==> config.mk <==
export PLATFORM = sky130hd
export DESIGN_NAME = sd_rd_bram_writer
export DESIGN_NICKNAME = d
export VERILOG_FILES = /design/src/rtl/sd_rd_pkg.sv /design/src/rtl/sd_byte_packer_64.sv /design/src/rtl/sd_rd_bram_writer.sv
export SDC_FILE = /design/constraint.sdc
export NUM_CORES = 1
export LEC_CHECK = 0
export ABC_AREA = 1
export CAP_MARGIN = 20
export CORE_AREA = 4 4 102 104
export DETAILED_ROUTE_END_ITERATION = 12
export DIE_AREA = 0 0 106 108
export PLACE_DENSITY_LB_ADDON = 0.2
export SLEW_MARGIN = 10
export SYNTH_ARGS = -nofsm -noshare
export SYNTH_HDL_FRONTEND = slang
export SYNTH_HIERARCHICAL = 1
export SYNTH_SLANG_ARGS = --single-unit
==> constraint.sdc <==
create_clock -name clk -period 3.05 [get_ports clk]
set_input_delay 0.305 -clock clk [delete_from_list [all_inputs] [get_ports clk]]
set_output_delay 0.305 -clock clk [all_outputs]
set_load 0.05 [all_outputs]
==> src/rtl/sd_rd_pkg.sv <==
// Shared definitions for the SD-card read path: BRAM geometry and the
// transfer state encoding used by both the write-side packer and the drain stage.
package sd_rd_pkg;
  localparam int BRAM_AW        = 11;
  localparam int BRAM_DW        = 64;
  localparam int BYTES_PER_WORD = 8;
  localparam int WORDS_PER_BLK  = 64;
  localparam int BYTE_IDX_W     = $clog2(BYTES_PER_WORD);
  localparam int WORD_IDX_W     = $clog2(WORDS_PER_BLK);

  typedef enum logic [1:0] {
    IDLE   = 2'd0,
    PACK   = 2'd1,
    FINISH = 2'd2
  } sd_rd_state_e;
endpackage

==> src/rtl/sd_byte_packer_64.sv <==
// Packs eight bytes MSB-first into one 64-bit word; word_rdy_o flags the byte
// that completes a word, and the registered word is presented the cycle after.
module sd_byte_packer_64
  import sd_rd_pkg::*;
(
  input  logic               clk,
  input  logic               reset,
  input  logic               clr_i,
  input  logic               vld_i,
  input  logic [7:0]         byte_i,
  output logic [BRAM_DW-1:0] word_o,
  output logic               word_rdy_o
);
  logic [BRAM_DW-1:0]    sreg_q, sreg_d;
  logic [BYTE_IDX_W-1:0] idx_q, idx_d;

  always_comb begin
    sreg_d = sreg_q;
    idx_d  = idx_q;
    if (clr_i) begin
      sreg_d = '0;
      idx_d  = '0;
    end else if (vld_i) begin
      sreg_d = {sreg_q[BRAM_DW-9:0], byte_i};
      idx_d  = idx_q + 1'b1;
    end
  end

  // A clear in the same cycle as the eighth byte suppresses the word.
  assign word_rdy_o = vld_i && !clr_i && (idx_q == BYTE_IDX_W'(BYTES_PER_WORD - 1));
  assign word_o     = sreg_q;

  always_ff @(posedge clk or posedge reset) begin
    if (reset) begin
      sreg_q <= '0;
      idx_q  <= '0;
    end else begin
      sreg_q <= sreg_d;
      idx_q  <= idx_d;
    end
  end
endmodule

==> src/rtl/sd_rd_bram_writer.sv <==
// Writes packed 64-bit words from the SD read byte stream into BRAM port A,
// tracking address wrap, 512-byte block boundaries and transfer completion.
module sd_rd_bram_writer
  import sd_rd_pkg::*;
#(
  parameter int RAM_DEPTH = 1057,
  parameter int ADDR_W    = BRAM_AW
) (
  input  logic               clk,
  input  logic               reset,
  input  logic               start,
  input  logic [ADDR_W-1:0]  start_addr,
  input  logic [7:0]         num_blocks,
  input  logic               abort,
  input  logic [7:0]         byte_in,
  input  logic               byte_vld,
  output logic [ADDR_W-1:0]  addr_a,
  output logic [BRAM_DW-1:0] datain_a,
  output logic               wr_a,
  output logic               busy,
  output logic               blk_done,
  output logic               done,
  output logic               aborted
);
  sd_rd_state_e          state_q, state_d;
  logic [ADDR_W-1:0]     addr_q, addr_d;
  logic [WORD_IDX_W-1:0] widx_q, widx_d;
  logic [7:0]            blk_q, blk_d;
  logic                  wr_q, wr_d;
  logic                  blk_done_q, blk_done_d;
  logic                  done_q, done_d;
  logic                  aborted_q, aborted_d;
  logic                  start_ok, pk_clr, pk_vld, word_rdy;
  logic [BRAM_DW-1:0]    pk_word;

  // busy spans the done/aborted pulse cycle, so a start there is also ignored.
  assign busy     = (state_q != IDLE) || done_q || aborted_q;
  assign start_ok = start && !busy;
  assign pk_clr   = start_ok || (abort && (state_q != IDLE));
  assign pk_vld   = byte_vld && (state_q == PACK);

  sd_byte_packer_64 u_packer (
    .clk       (clk),
    .reset     (reset),
    .clr_i     (pk_clr),
    .vld_i     (pk_vld),
    .byte_i    (byte_in),
    .word_o    (pk_word),
    .word_rdy_o(word_rdy)
  );

  always_comb begin
    state_d    = state_q;
    addr_d     = addr_q;
    widx_d     = widx_q;
    blk_d      = blk_q;
    wr_d       = 1'b0;
    blk_done_d = 1'b0;
    done_d     = 1'b0;
    aborted_d  = 1'b0;

    // Address holds through the write cycle and advances on the following edge.
    if (wr_q) begin
      addr_d = (addr_q == ADDR_W'(RAM_DEPTH - 1)) ? '0 : addr_q + 1'b1;
    end

    unique case (state_q)
      IDLE: begin
        if (start_ok) begin
          addr_d  = start_addr;
          blk_d   = num_blocks;
          widx_d  = '0;
          state_d = (num_blocks == 8'd0) ? FINISH : PACK;
        end
      end
      PACK: begin
        if (abort) begin
          state_d   = IDLE;
          aborted_d = 1'b1;
        end else if (word_rdy) begin
          wr_d   = 1'b1;
          widx_d = widx_q + 1'b1;
          if (widx_q == '1) begin
            blk_done_d = 1'b1;
            blk_d      = blk_q - 8'd1;
            if (blk_q == 8'd1) begin
              state_d = FINISH;
            end
          end
        end
      end
      FINISH: begin
        state_d = IDLE;
        if (abort) begin
          aborted_d = 1'b1;
        end else begin
          done_d = 1'b1;
        end
      end
      default: state_d = IDLE;
    endcase
  end

  always_ff @(posedge clk or posedge reset) begin
    if (reset) begin
      state_q    <= IDLE;
      addr_q     <= '0;
      widx_q     <= '0;
      blk_q      <= '0;
      wr_q       <= 1'b0;
      blk_done_q <= 1'b0;
      done_q     <= 1'b0;
      aborted_q  <= 1'b0;
    end else begin
      state_q    <= state_d;
      addr_q     <= addr_d;
      widx_q     <= widx_d;
      blk_q      <= blk_d;
      wr_q       <= wr_d;
      blk_done_q <= blk_done_d;
      done_q     <= done_d;
      aborted_q  <= aborted_d;
    end
  end

  assign addr_a   = addr_q;
  assign datain_a = pk_word;
  assign wr_a     = wr_q;
  assign blk_done = blk_done_q;
  assign done     = done_q;
  assign aborted  = aborted_q;
endmodule

==> flow_summary_export.csv, run 1 <==
group,metric,value,unit
run_status,run_status,"finished, final reports clean",
layout,multi_input_comb_area,1880,um^2
setup_path,reg2reg_setup_slack,0.43,ns
layout,syn_to_layout_area_delta,29.5,%
clock_network,tritoncts_clock_tree,"yes",
floorplanning,io-pin-count,112,
setup_path,worst_r2r_src,"state_q[0]$_DFFE_PP0P_",
clock_network,htreeDepth,3,
layout,filler_cell_count,865,
global_route,antenna_violations_before_repair,0,
power_and_ir_drop,pwr_density_cell,815,nW/um^2
timing,finClkSkew,0.0175,ns
clock_network,path_clk_slew,0.10,ns
timing,rsz0062_at_grt,"false",
setup_path,rr_worst_depth,13,
setup_path,critical_path.endpoint_type,"flop",
route,wl,11200,um
route,vias,4112,
clock_network,cts_root_buffer,"sky130_fd_sc_hd__clkbuf_8",
timing,finalHoldWorstSlack,0.288,ns
logic_synthesis,synth.cell_area,4660,um^2
timing,slew_headroom,51.5,%
clock_network,post_cts_setup_buffer_count,0,
clock_network,clock_latency,0.35,ns
floorplanning,start_util,48.8,%
setup_path,worstReg2RegEnd,"blk_q[7]$_DFFE_PP0P_",
layout,antennaDiodeCount,0,
route,first_pass_iters,6,
timing,report.final.hold_viol_count,0,
floorplanning,placeableCoreArea,9550,um^2
route,ant_nets,0,
global_route,grtUsageMet2,32.7,%
route,route.detailed.vias_per_inst,5.01,
floorplanning,chipHeight,108,um
timing,worstMarginPinSlew,0.728,ns
global_route,largest_net_degree_at_the_start_of_global_routing,69,
logic_synthesis,synth_seq_cells,98,
timing,final-setup-viol-count,0,
route,drtIter0Drc,220,
timing,clock.fmax,0.381,GHz
clock_network,cts_buffers,9,
global_route,overflow,0,
timing,timing.final.crit_share,86.0,%
timing,setup-tns-final,0,ns
layout,nNetsFinal,725,
logic_synthesis,synth_sequential_area_ratio,52.6,%
layout,layout_cell_share_with_drive_strength_beyond_1,4.22,%
global_route,grt_pass1_vias,3980,
clock_network,clock-sinks,98,
route,post_drt_wl_per_cell,13.6,um
global_route,gr-max-usage-layer,"met2",
global_route,wire_length_of_the_first_global_routing_pass,19000,um
setup_path,timing.critical_path.from_type,"flop",
global_route,grtUsageMet1,27.0,%
timing,final_max_slew_viols,0,
min_path,worst_hold_path_type,"in2async",
floorplanning,die-width,106,um
setup_path,worst_setup_path_startpoint,"state_q[0]$_DFFE_PP0P_",
power_and_ir_drop,power_leakage,3.07,nW
floorplanning,rows,36,
global_route,groute.usage.overall,20.3,%
clock_network,maximum_root_to_sink_buffer_count,2,
logic_synthesis,instance_count_of_the_mapped_netlist,581,
route,route.detailed.drc,0,
placement,io_buffers,111,
power_and_ir_drop,finalPower,4.92,mW
floorplanning,die_area,11400,um^2
layout,layout.area.seq,2450,um^2
setup_path,cp.arrival,2.87,ns
placement,hpwl,7740,um
logic_synthesis,yosys_warnings,6,
logic_synthesis,synth_area_per_cell,8.02,um^2
logic_synthesis,mappedNetlistNets,623,
setup_path,cp_max_fo,12,
clock_network,post_cts_resized,0,
power_and_ir_drop,peakVddDrop,0.000592,V
global_route,global_route.usage.met3,6.21,%
clock_network,cts_hold_repair.buffers,0,
setup_path,timing.critical_path.required,3.30,ns
flow_run,drv_cap,0,
placement,gp_routability_congestion,0.900,
logic_synthesis,synth_cell_type_count,27,
timing,fin_crit,2.62,ns
setup_path,worst-setup-path-type,"reg2reg",
[power by group]
part / internal [mW] / total (mW) / switching, mW
sequential: 1.52 / 1.75 / 0.232
combinational: 0.666 / 2.32 / 1.65
clock: 0.389 / 0.847 / 0.458
total: 2.58 / 4.92 / 2.34
[metal layers]
metal  routed length, um  share of wire (%)
met5                   0                  0
met4                  38               0.34
met3                 833                7.4
met2                5430                 49
met1                4880                 44
[registers in the layout, summed over array words and instances (netlist names)]
register	count
addr_a	11
blk_done	1
state_q	2
blk_q	8
u_packer/idx_q	3
wr_a	1
widx_q	6
u_packer/word_o	64
done	1
aborted	1
[stage by stage]
step / util, % / std cells / worst slack [ns] / area, um^2
finish: 63.2 / 821 / 0.428 / 6030
global route: 63.2 / 821 / 0.218 / 6030
CTS: 63.2 / 821 / 0.434 / 6030
detailed placement: 61.1 / 805 / 0.435 / 5840
global placement: 61.1 / 805 / 0.597 / 5840
floorplan: - / 581 / 0.655 / 4660
[cell families (layout without fill, tap and decap cells)]
group	after synthesis	in the layout	share of synthesized area, %
AND/OR/NAND/NOR	368	368	33.2
buffers and inverters	72	179	7.09
AO/OA/AOI/OAI	31	31	3.98
XOR/XNOR	2	2	0.376
flip-flops	98	98	52.6
adder cells (fa/ha/maj)	10	10	2.69
[worst max-delay path, cell delays in order (launching register included)]
cell and delay (ns):
sky130_fd_sc_hd__dfrtp_1 0.39, sky130_fd_sc_hd__inv_1 0.07, sky130_fd_sc_hd__ha_1 0.27, sky130_fd_sc_hd__nand3_1 0.27, sky130_fd_sc_hd__o21ai_0 0.30, sky130_fd_sc_hd__inv_2 0.11
sky130_fd_sc_hd__and3_1 0.17, sky130_fd_sc_hd__inv_1 0.08, sky130_fd_sc_hd__o21ai_2 0.21, sky130_fd_sc_hd__nand2_4 0.12, sky130_fd_sc_hd__a21oi_4 0.29, sky130_fd_sc_hd__inv_1 0.12
sky130_fd_sc_hd__nand2_1 0.08, sky130_fd_sc_hd__nand2_1 0.05
[worst max-delay path by stage]
stage | to | slack, ns | cells after the start
final | blk_q[7]$_DFFE_PP0P_ | 0.43 | 13
after floorplan | blk_q[0]$_DFFE_PP0P_ | 0.66 | 12
after global placement | blk_q[7]$_DFFE_PP0P_ | 0.60 | 12
after CTS | blk_q[7]$_DFFE_PP0P_ | 0.43 | 13
after detailed placement | blk_q[7]$_DFFE_PP0P_ | 0.44 | 12
after global routing | blk_q[7]$_DFFE_PP0P_ | 0.22 | 13
[layout make-up]
cell class                      instances  share of cell area [%]
Timing Repair Buffer                  117                    19.4
Inverter                               46                    2.86
Clock inverter                          6                    1.18
Tap cell                              133                    2.76
Sequential cell                        98                    40.6
Multi-Input combinational cell        411                    31.1
Clock buffer                           10                    2.11
[synth_stat cells]
cell / count / area (um^2)
sky130_fd_sc_hd__o21a_1: 1 / 7.51
sky130_fd_sc_hd__inv_1: 45 / 169
sky130_fd_sc_hd__buf_6: 5 / 56.3
sky130_fd_sc_hd__o21ai_0: 18 / 90.1
sky130_fd_sc_hd__and3_1: 1 / 6.26
sky130_fd_sc_hd__nor3_1: 8 / 40.0
sky130_fd_sc_hd__buf_2: 6 / 30.0
sky130_fd_sc_hd__a21oi_1: 4 / 20.0
sky130_fd_sc_hd__dfrtp_1: 98 / 2450
sky130_fd_sc_hd__buf_4: 4 / 30.0
sky130_fd_sc_hd__ha_1: 10 / 125
sky130_fd_sc_hd__nand2_4: 1 / 11.3
sky130_fd_sc_hd__nor2_4: 1 / 11.3
sky130_fd_sc_hd__o31ai_1: 2 / 15.0
sky130_fd_sc_hd__xor2_1: 2 / 17.5
sky130_fd_sc_hd__nand2_1: 230 / 863
sky130_fd_sc_hd__nor2_1: 26 / 97.6
sky130_fd_sc_hd__a21oi_4: 1 / 16.3
sky130_fd_sc_hd__nor3_2: 1 / 10.0
sky130_fd_sc_hd__o21bai_1: 3 / 22.5
sky130_fd_sc_hd__nand3_1: 94 / 470
sky130_fd_sc_hd__nor4_1: 1 / 6.26
sky130_fd_sc_hd__nand4_1: 5 / 31.3
sky130_fd_sc_hd__clkbuf_1: 11 / 41.3
sky130_fd_sc_hd__o21ai_2: 1 / 8.76
sky130_fd_sc_hd__o21ai_1: 1 / 5.00
sky130_fd_sc_hd__inv_2: 1 / 3.75
[placed cells by master, fill, tap and decap left out, drive strengths merged]
cell / Yosys / routed
a21oi: 5 / 5
and3: 1 / 1
buf: 15 / 6
bufinv: 0 / 1
clkbuf: 11 / 10
clkdlybuf4s50: 0 / 111
clkinvlp: 0 / 2
dfrtp: 98 / 98
ha: 10 / 10
inv: 46 / 49
nand2: 231 / 231
nand3: 94 / 94
nand4: 5 / 5
nor2: 27 / 27
nor3: 9 / 9
nor4: 1 / 1
o21a: 1 / 1
o21ai: 20 / 20
o21bai: 3 / 3
o31ai: 2 / 2
xor2: 2 / 2
Note: power is estimated with default switching activity, not from simulation.
==> run 2: changes to the inputs <==
--- a/config.mk
+++ b/config.mk
@@ -7,12 +7,14 @@
 export LEC_CHECK = 0
 export ABC_AREA = 1
 export CAP_MARGIN = 20
-export CORE_AREA = 4 4 102 104
+export CORE_AREA = 4 4 107 109
 export DETAILED_ROUTE_END_ITERATION = 12
-export DIE_AREA = 0 0 106 108
+export DIE_AREA = 0 0 111 113
+export GPL_ROUTABILITY_DRIVEN = 0
 export PLACE_DENSITY_LB_ADDON = 0.2
 export SLEW_MARGIN = 10
 export SYNTH_ARGS = -nofsm -noshare
 export SYNTH_HDL_FRONTEND = slang
 export SYNTH_HIERARCHICAL = 1
 export SYNTH_SLANG_ARGS = --single-unit
+export TNS_END_PERCENT = 100
==> constraint.sdc (replaced) <==
create_clock -name clk -period 2.4 [get_ports clk]
set_input_delay 0.24 -clock clk [delete_from_list [all_inputs] [get_ports clk]]
set_output_delay 0.24 -clock clk [all_outputs]
set_load 0.05 [all_outputs]
==> flow_summary_export.csv, run 2 (synthesized netlist as in run 1, its figures left out) <==
group,metric,value,unit
setup_path,timing.critical_path.from_type,"flop",
setup_path,timing.critical_path.required,2.16,ns
timing,fin_crit,2.16,ns
run_status,run_status,"finished, final reports clean",
floorplanning,rows,38,
clock_network,tritoncts_clock_tree,"yes",
layout,final_cells,835,
timing,timing.final.crit_share,89.9,%
min_path,worst_hold_path_type,"in2async",
global_route,largest_net_degree_at_the_start_of_global_routing,69,
layout,final_core_util,57.8,%
placement,post-place-ws,0.141,ns
setup_path,worstReg2RegEnd,"blk_q[1]$_DFFE_PP0P_",
timing,finClkSkew,0.00889,ns
floorplanning,die-width,111,um
timing,final_max_slew_viols,0,
timing,report.final.hold_viol_count,0,
layout,layout_cell_share_with_drive_strength_beyond_1,5.32,%
route,drtIter0Drc,299,
route,first_pass_iters,5,
setup_path,path_buf_inv,2,
layout,multi_input_comb_area,1880,um^2
setup_path,timing.critical_path.slowest_stage_cell,"sky130_fd_sc_hd__clkdlybuf4s50_1",
flow_run,drv_cap,0,
route,vias,4085,
clock_network,cts_buffers,9,
timing,finalHoldWorstSlack,0.136,ns
power_and_ir_drop,power_leakage,3.12,nW
global_route,overflow,0,
floorplanning,placeableCoreArea,10600,um^2
route,route.detailed.vias_per_inst,4.89,
placement,io_buffers,111,
layout,finalInstanceArea,6130,um^2
global_route,antenna_violations_before_repair,0,
clock_network,cts_root_buffer,"sky130_fd_sc_hd__clkbuf_8",
route,ant_nets,0,
clock_network,htreeDepth,3,
layout,filler_cell_count,979,
layout,antennaDiodeCount,0,
route,route.detailed.drc,0,
layout,commonest_non_fill_non_tap_cell_in_the_layout,"sky130_fd_sc_hd__nand2_1",
floorplanning,io-pin-count,112,
layout,nNetsFinal,734,
floorplanning,start_util,43.9,%
power_and_ir_drop,finalPower,6.41,mW
setup_path,cp_max_fo,6,
timing,worstMarginPinSlew,0.737,ns
layout,largest_register_ff_count,64,
clock_network,clock_latency,0.35,ns
clock_network,clock-sinks,98,
timing,final-setup-viol-count,0,
timing,layout_setup_ws,0.242,ns
clock_network,path_clk_slew,0.09,ns
power_and_ir_drop,peakVddDrop,0.000498,V
layout,layout.area.seq,2450,um^2
timing,slew_headroom,50.9,%
placement,hpwl,7350,um
clock_network,cts_hold_repair.buffers,0,
floorplanning,die_area,12500,um^2
setup_path,cp_cell_sequence,"inv_1 -> ha_1 -> nand2_1 -> clkdlybuf4s50_1",
setup_path,cp_top_family,"buffers and inverters",
setup_path,rr_worst_depth,13,
clock_network,post_cts_resized,0,
route,wl,10900,um
clock_network,maximum_root_to_sink_buffer_count,2,
setup_path,worst-setup-path-type,"reg2out",
setup_path,critical_path.endpoint_type,"primary output",
floorplanning,chipHeight,113,um
placement,dp.cells,816,
setup_path,critical_path.max_stage_delay,0.79,ns
power_and_ir_drop,pwr_density_cell,1050,nW/um^2
placement,cell_area_reported_after_detailed_placement,5890,um^2
global_route,groute.usage.overall,17.6,%
clock_network,post_cts_setup_buffer_count,0,
route,post_drt_wl_per_cell,13.1,um
timing,clock.fmax,0.463,GHz
global_route,grt_pass1_vias,3827,
timing,rsz0062_at_grt,"false",
setup_path,worst_r2r_src,"state_q[1]$_DFFE_PP0P_",
layout,most-common-layout-cells,"sky130_fd_sc_hd__nand2_1, sky130_fd_sc_hd__clkdlybuf4s50_1, sky130_fd_sc_hd__dfrtp_1",
setup_path,reg2reg_setup_slack,0.25,ns
layout,syn_to_layout_area_delta,31.5,%
global_route,wire_length_of_the_first_global_routing_pass,18500,um
setup_path,cp.arrival,1.92,ns
timing,setup-tns-final,0,ns
-- run 2: where the power goes --
| group | leakage, nW | internal (mW) | switching [mW] |
|---|---|---|---|
| clock network | 0.0986 | 0.504 | 0.556 |
| logic | 1.70 | 0.996 | 2.13 |
| registers | 1.33 | 1.94 | 0.292 |
-- run 2: cell type report --
class / instances / share of cell area [%]
clock buffers: 10 / 2.25
multi-input cells: 411 / 30.6
well taps: 140 / 2.86
clock inverters: 4 / 0.858
repair buffers: 126 / 20.6
inverters: 46 / 2.82
flip-flops and latches: 98 / 40.0
-- run 2: worst reg2reg max path: cells and delay by family (launching register included) --
family | cells | cell delay, ns
buffers and inverters | 4 | 0.38
flip-flops | 1 | 0.38
AND/OR/NAND/NOR | 4 | 0.44
adder cells (fa/ha/maj) | 1 | 0.24
AO/OA/AOI/OAI | 4 | 0.62
-- run 2: worst max-delay path by stage --
stage	end	from	cells past startpoint	slack (ns)
finish	busy	state_q[1]$_DFFE_PP0P_	4	0.24
global route	blk_q[1]$_DFFE_PP0P_	state_q[1]$_DFFE_PP0P_	13	0.02
CTS	blk_q[7]$_DFFE_PP0P_	state_q[0]$_DFFE_PP0P_	13	0.13
detailed placement	blk_q[7]$_DFFE_PP0P_	state_q[0]$_DFFE_PP0P_	13	0.14
global placement	blk_q[3]$_DFFE_PP0P_	state_q[0]$_DFFE_PP0P_	13	0.28
floorplan	blk_q[0]$_DFFE_PP0P_	done$_DFF_PP0_	12	0.005
-- run 2: layer usage --
layer  vias up  track usage [%]  part of all wire, %
met3        16             4.39                  6.6
met2       112             27.5                   47
met5         -                0                    0
met4         0             6.57                  1.8
met1      1887             24.0                   45
li1       2070                -                    -
==> run 3: changes to the inputs <==
--- a/config.mk
+++ b/config.mk
@@ -11,7 +11,9 @@
 export DETAILED_ROUTE_END_ITERATION = 12
 export DIE_AREA = 0 0 111 113
 export GPL_ROUTABILITY_DRIVEN = 0
+export GPL_TIMING_DRIVEN = 1
 export PLACE_DENSITY_LB_ADDON = 0.2
+export SETUP_SLACK_MARGIN = 0.1
 export SLEW_MARGIN = 10
 export SYNTH_ARGS = -nofsm -noshare
 export SYNTH_HDL_FRONTEND = slang
==> flow_summary_export.csv, run 3 (synthesized netlist as in run 1, its figures left out) <==
group,metric,value,unit
power_and_ir_drop,internal_power,3.46,mW
power_and_ir_drop,power_leakage,3.11,nW
setup_path,worstReg2RegEnd,"blk_q[4]$_DFFE_PP0P_",
route,route.detailed.vias_per_inst,4.86,
timing,clock.fmax,0.470,GHz
clock_network,tritoncts_clock_tree,"yes",
floorplanning,die_area,12500,um^2
layout,syn_to_layout_area_delta,31.3,%
route,first_pass_iters,4,
floorplanning,rows,38,
timing,slew_headroom,51.0,%
power_and_ir_drop,p_sw,2.96,mW
power_and_ir_drop,power.sequential.fraction,34.7,%
setup_path,reg2reg_setup_slack,0.31,ns
route,wl,10700,um
clock_network,cts_hold_repair.buffers,0,
route,vias,4035,
timing,setup-tns-final,0,ns
global_route,gr-max-usage-layer,"met2",
clock_network,path_clk_slew,0.09,ns
setup_path,timing.critical_path.required,2.16,ns
route,post_drt_wl_per_cell,12.9,um
run_status,run_status,"finished, final reports clean",
layout,layout_cell_share_with_drive_strength_beyond_1,5.21,%
global_route,wire_length_of_the_first_global_routing_pass,18000,um
floorplanning,start_util,43.9,%
global_route,antenna_violations_before_repair,0,
layout,filler_cell_count,988,
power_and_ir_drop,pwr_density_cell,1050,nW/um^2
global_route,groute.usage.overall,17.2,%
power_and_ir_drop,peakVddDrop,0.000648,V
timing,final_max_slew_viols,0,
setup_path,worst_r2r_src,"state_q[0]$_DFFE_PP0P_",
global_route,overflow,0,
global_route,grtUsageMet2,27.9,%
setup_path,cp_max_fo,6,
layout,largest_register_ff_count,64,
floorplanning,die-width,111,um
timing,finClkSkew,0.0104,ns
placement,hpwl,7120,um
placement,io_buffers,111,
power_and_ir_drop,power_frac_clock,17.9,%
global_route,largest_net_degree_at_the_start_of_global_routing,69,
global_route,global_route.usage.met3,3.74,%
global_route,grtUsageMet1,22.9,%
setup_path,critical_path.endpoint_type,"primary output",
clock_network,clock_latency,0.36,ns
setup_path,worst_setup_path_startpoint,"state_q[0]$_DFFE_PP0P_",
setup_path,critical_path.endpoint,"busy",
flow_run,drv_cap,0,
timing,rsz0062_at_grt,"false",
floorplanning,io-pin-count,112,
global_route,grt_pass1_vias,3819,
power_and_ir_drop,netSwitchingFraction,46.1,%
clock_network,htreeDepth,3,
power_and_ir_drop,combinationalPowerShare,47.4,%
timing,worstMarginPinSlew,0.735,ns
setup_path,timing.critical_path.from_type,"flop",
route,drtIter0Drc,263,
power_and_ir_drop,finalPower,6.41,mW
timing,final-setup-viol-count,0,
min_path,worst_hold_path_type,"in2async",
clock_network,clock-sinks,98,
layout,nNetsFinal,728,
route,route.detailed.drc,0,
floorplanning,placeableCoreArea,10600,um^2
route,ant_nets,0,
layout,commonest_non_fill_non_tap_cell_in_the_layout,"sky130_fd_sc_hd__nand2_1",
floorplanning,chipHeight,113,um
timing,timing.final.crit_share,88.6,%
clock_network,cts_buffers,9,
layout,most-common-layout-cells,"sky130_fd_sc_hd__nand2_1, sky130_fd_sc_hd__clkdlybuf4s50_1, sky130_fd_sc_hd__dfrtp_1",
clock_network,cts_root_buffer,"sky130_fd_sc_hd__clkbuf_8",
setup_path,cp.arrival,1.89,ns
clock_network,maximum_root_to_sink_buffer_count,2,
setup_path,rr_worst_depth,12,
timing,report.final.hold_viol_count,0,
timing,fin_crit,2.13,ns
layout,antennaDiodeCount,0,
setup_path,worst-setup-path-type,"reg2out",
[run 3: cell count changes in the layout (fill, tap and decap cells not counted), sizes merged]
| cell | previous run | this run |
|---|---|---|
| buf | 15 | 9 |
| clkbuf | 10 | 12 |
| clkinv | 2 | 1 |
| inv | 47 | 48 |
[run 3: area by class of cell]
cell class	instances	area [um^2]	share of cell area [%]
clock inverter	4	56.3	0.920
multi-input combinational	411	1880	30.7
tap	140	175	2.86
sequential	98	2450	40.1
timing repair buffer	120	1220	19.9
inverter	46	173	2.82
clock buffer	12	165	2.70
[run 3: timing repair]
item,in CTS,in global routing
buffers inserted,0,2
gates resized for setup,0,1
endpoints found under the setup margin,0,9
[run 3: worst max-delay path, cell delays in order, from the launching register on]
cell and delay, ns:
sky130_fd_sc_hd__dfrtp_1 0.38, sky130_fd_sc_hd__inv_1 0.07, sky130_fd_sc_hd__ha_2 0.22, sky130_fd_sc_hd__nand2_1 0.08
sky130_fd_sc_hd__clkdlybuf4s50_1 0.79
[run 3: how the worst min path moves through the flow]
stage,endpoint,slack (ns),depth (start not counted)
after global routing,u_packer/word_o[62]$_DFFE_PP0P_,0.34,3
after global placement,u_packer/word_o[59]$_DFFE_PP0P_,0.45,2
after CTS,u_packer/word_o[32]$_DFFE_PP0P_,0.30,3
after floorplan,done$_DFF_PP0_,0.30,1
after detailed placement,u_packer/word_o[61]$_DFFE_PP0P_,0.46,2
final,u_packer/word_o[61]$_DFFE_PP0P_,0.30,3
[run 3: through the flow]
stage / setup WS (ns) / hold WS [ns] / cells / utilization (%) / area [um^2]
CTS: 0.167 / 0.301 / 829 / 57.4 / 6090
floorplan: 0.155 / 0.302 / 581 / - / 4660
global route: 0.119 / 0.342 / 831 / 57.7 / 6120
finish: 0.273 / 0.299 / 831 / 57.7 / 6120
global placement: 0.274 / 0.452 / 813 / 55.3 / 5870
detailed placement: 0.197 / 0.458 / 813 / 55.3 / 5870
[run 3: metal layers]
metal  routed length [um]  vias up
met5                    0        -
met4                  109        0
met3                  651        9
met2                 5170       98
met1                 4750     1869
li1                     -     2059
[run 3: power by group through the flow]
stage	Clock [mW]	Sequential, mW	Combinational (mW)
final	1.15	2.22	3.04
after global routing	1.26	2.28	3.36
after CTS	1.19	2.23	3.00
after detailed placement	0	2.25	2.99
after global placement	0	2.24	2.96
after floorplan	0	2.78	1.70
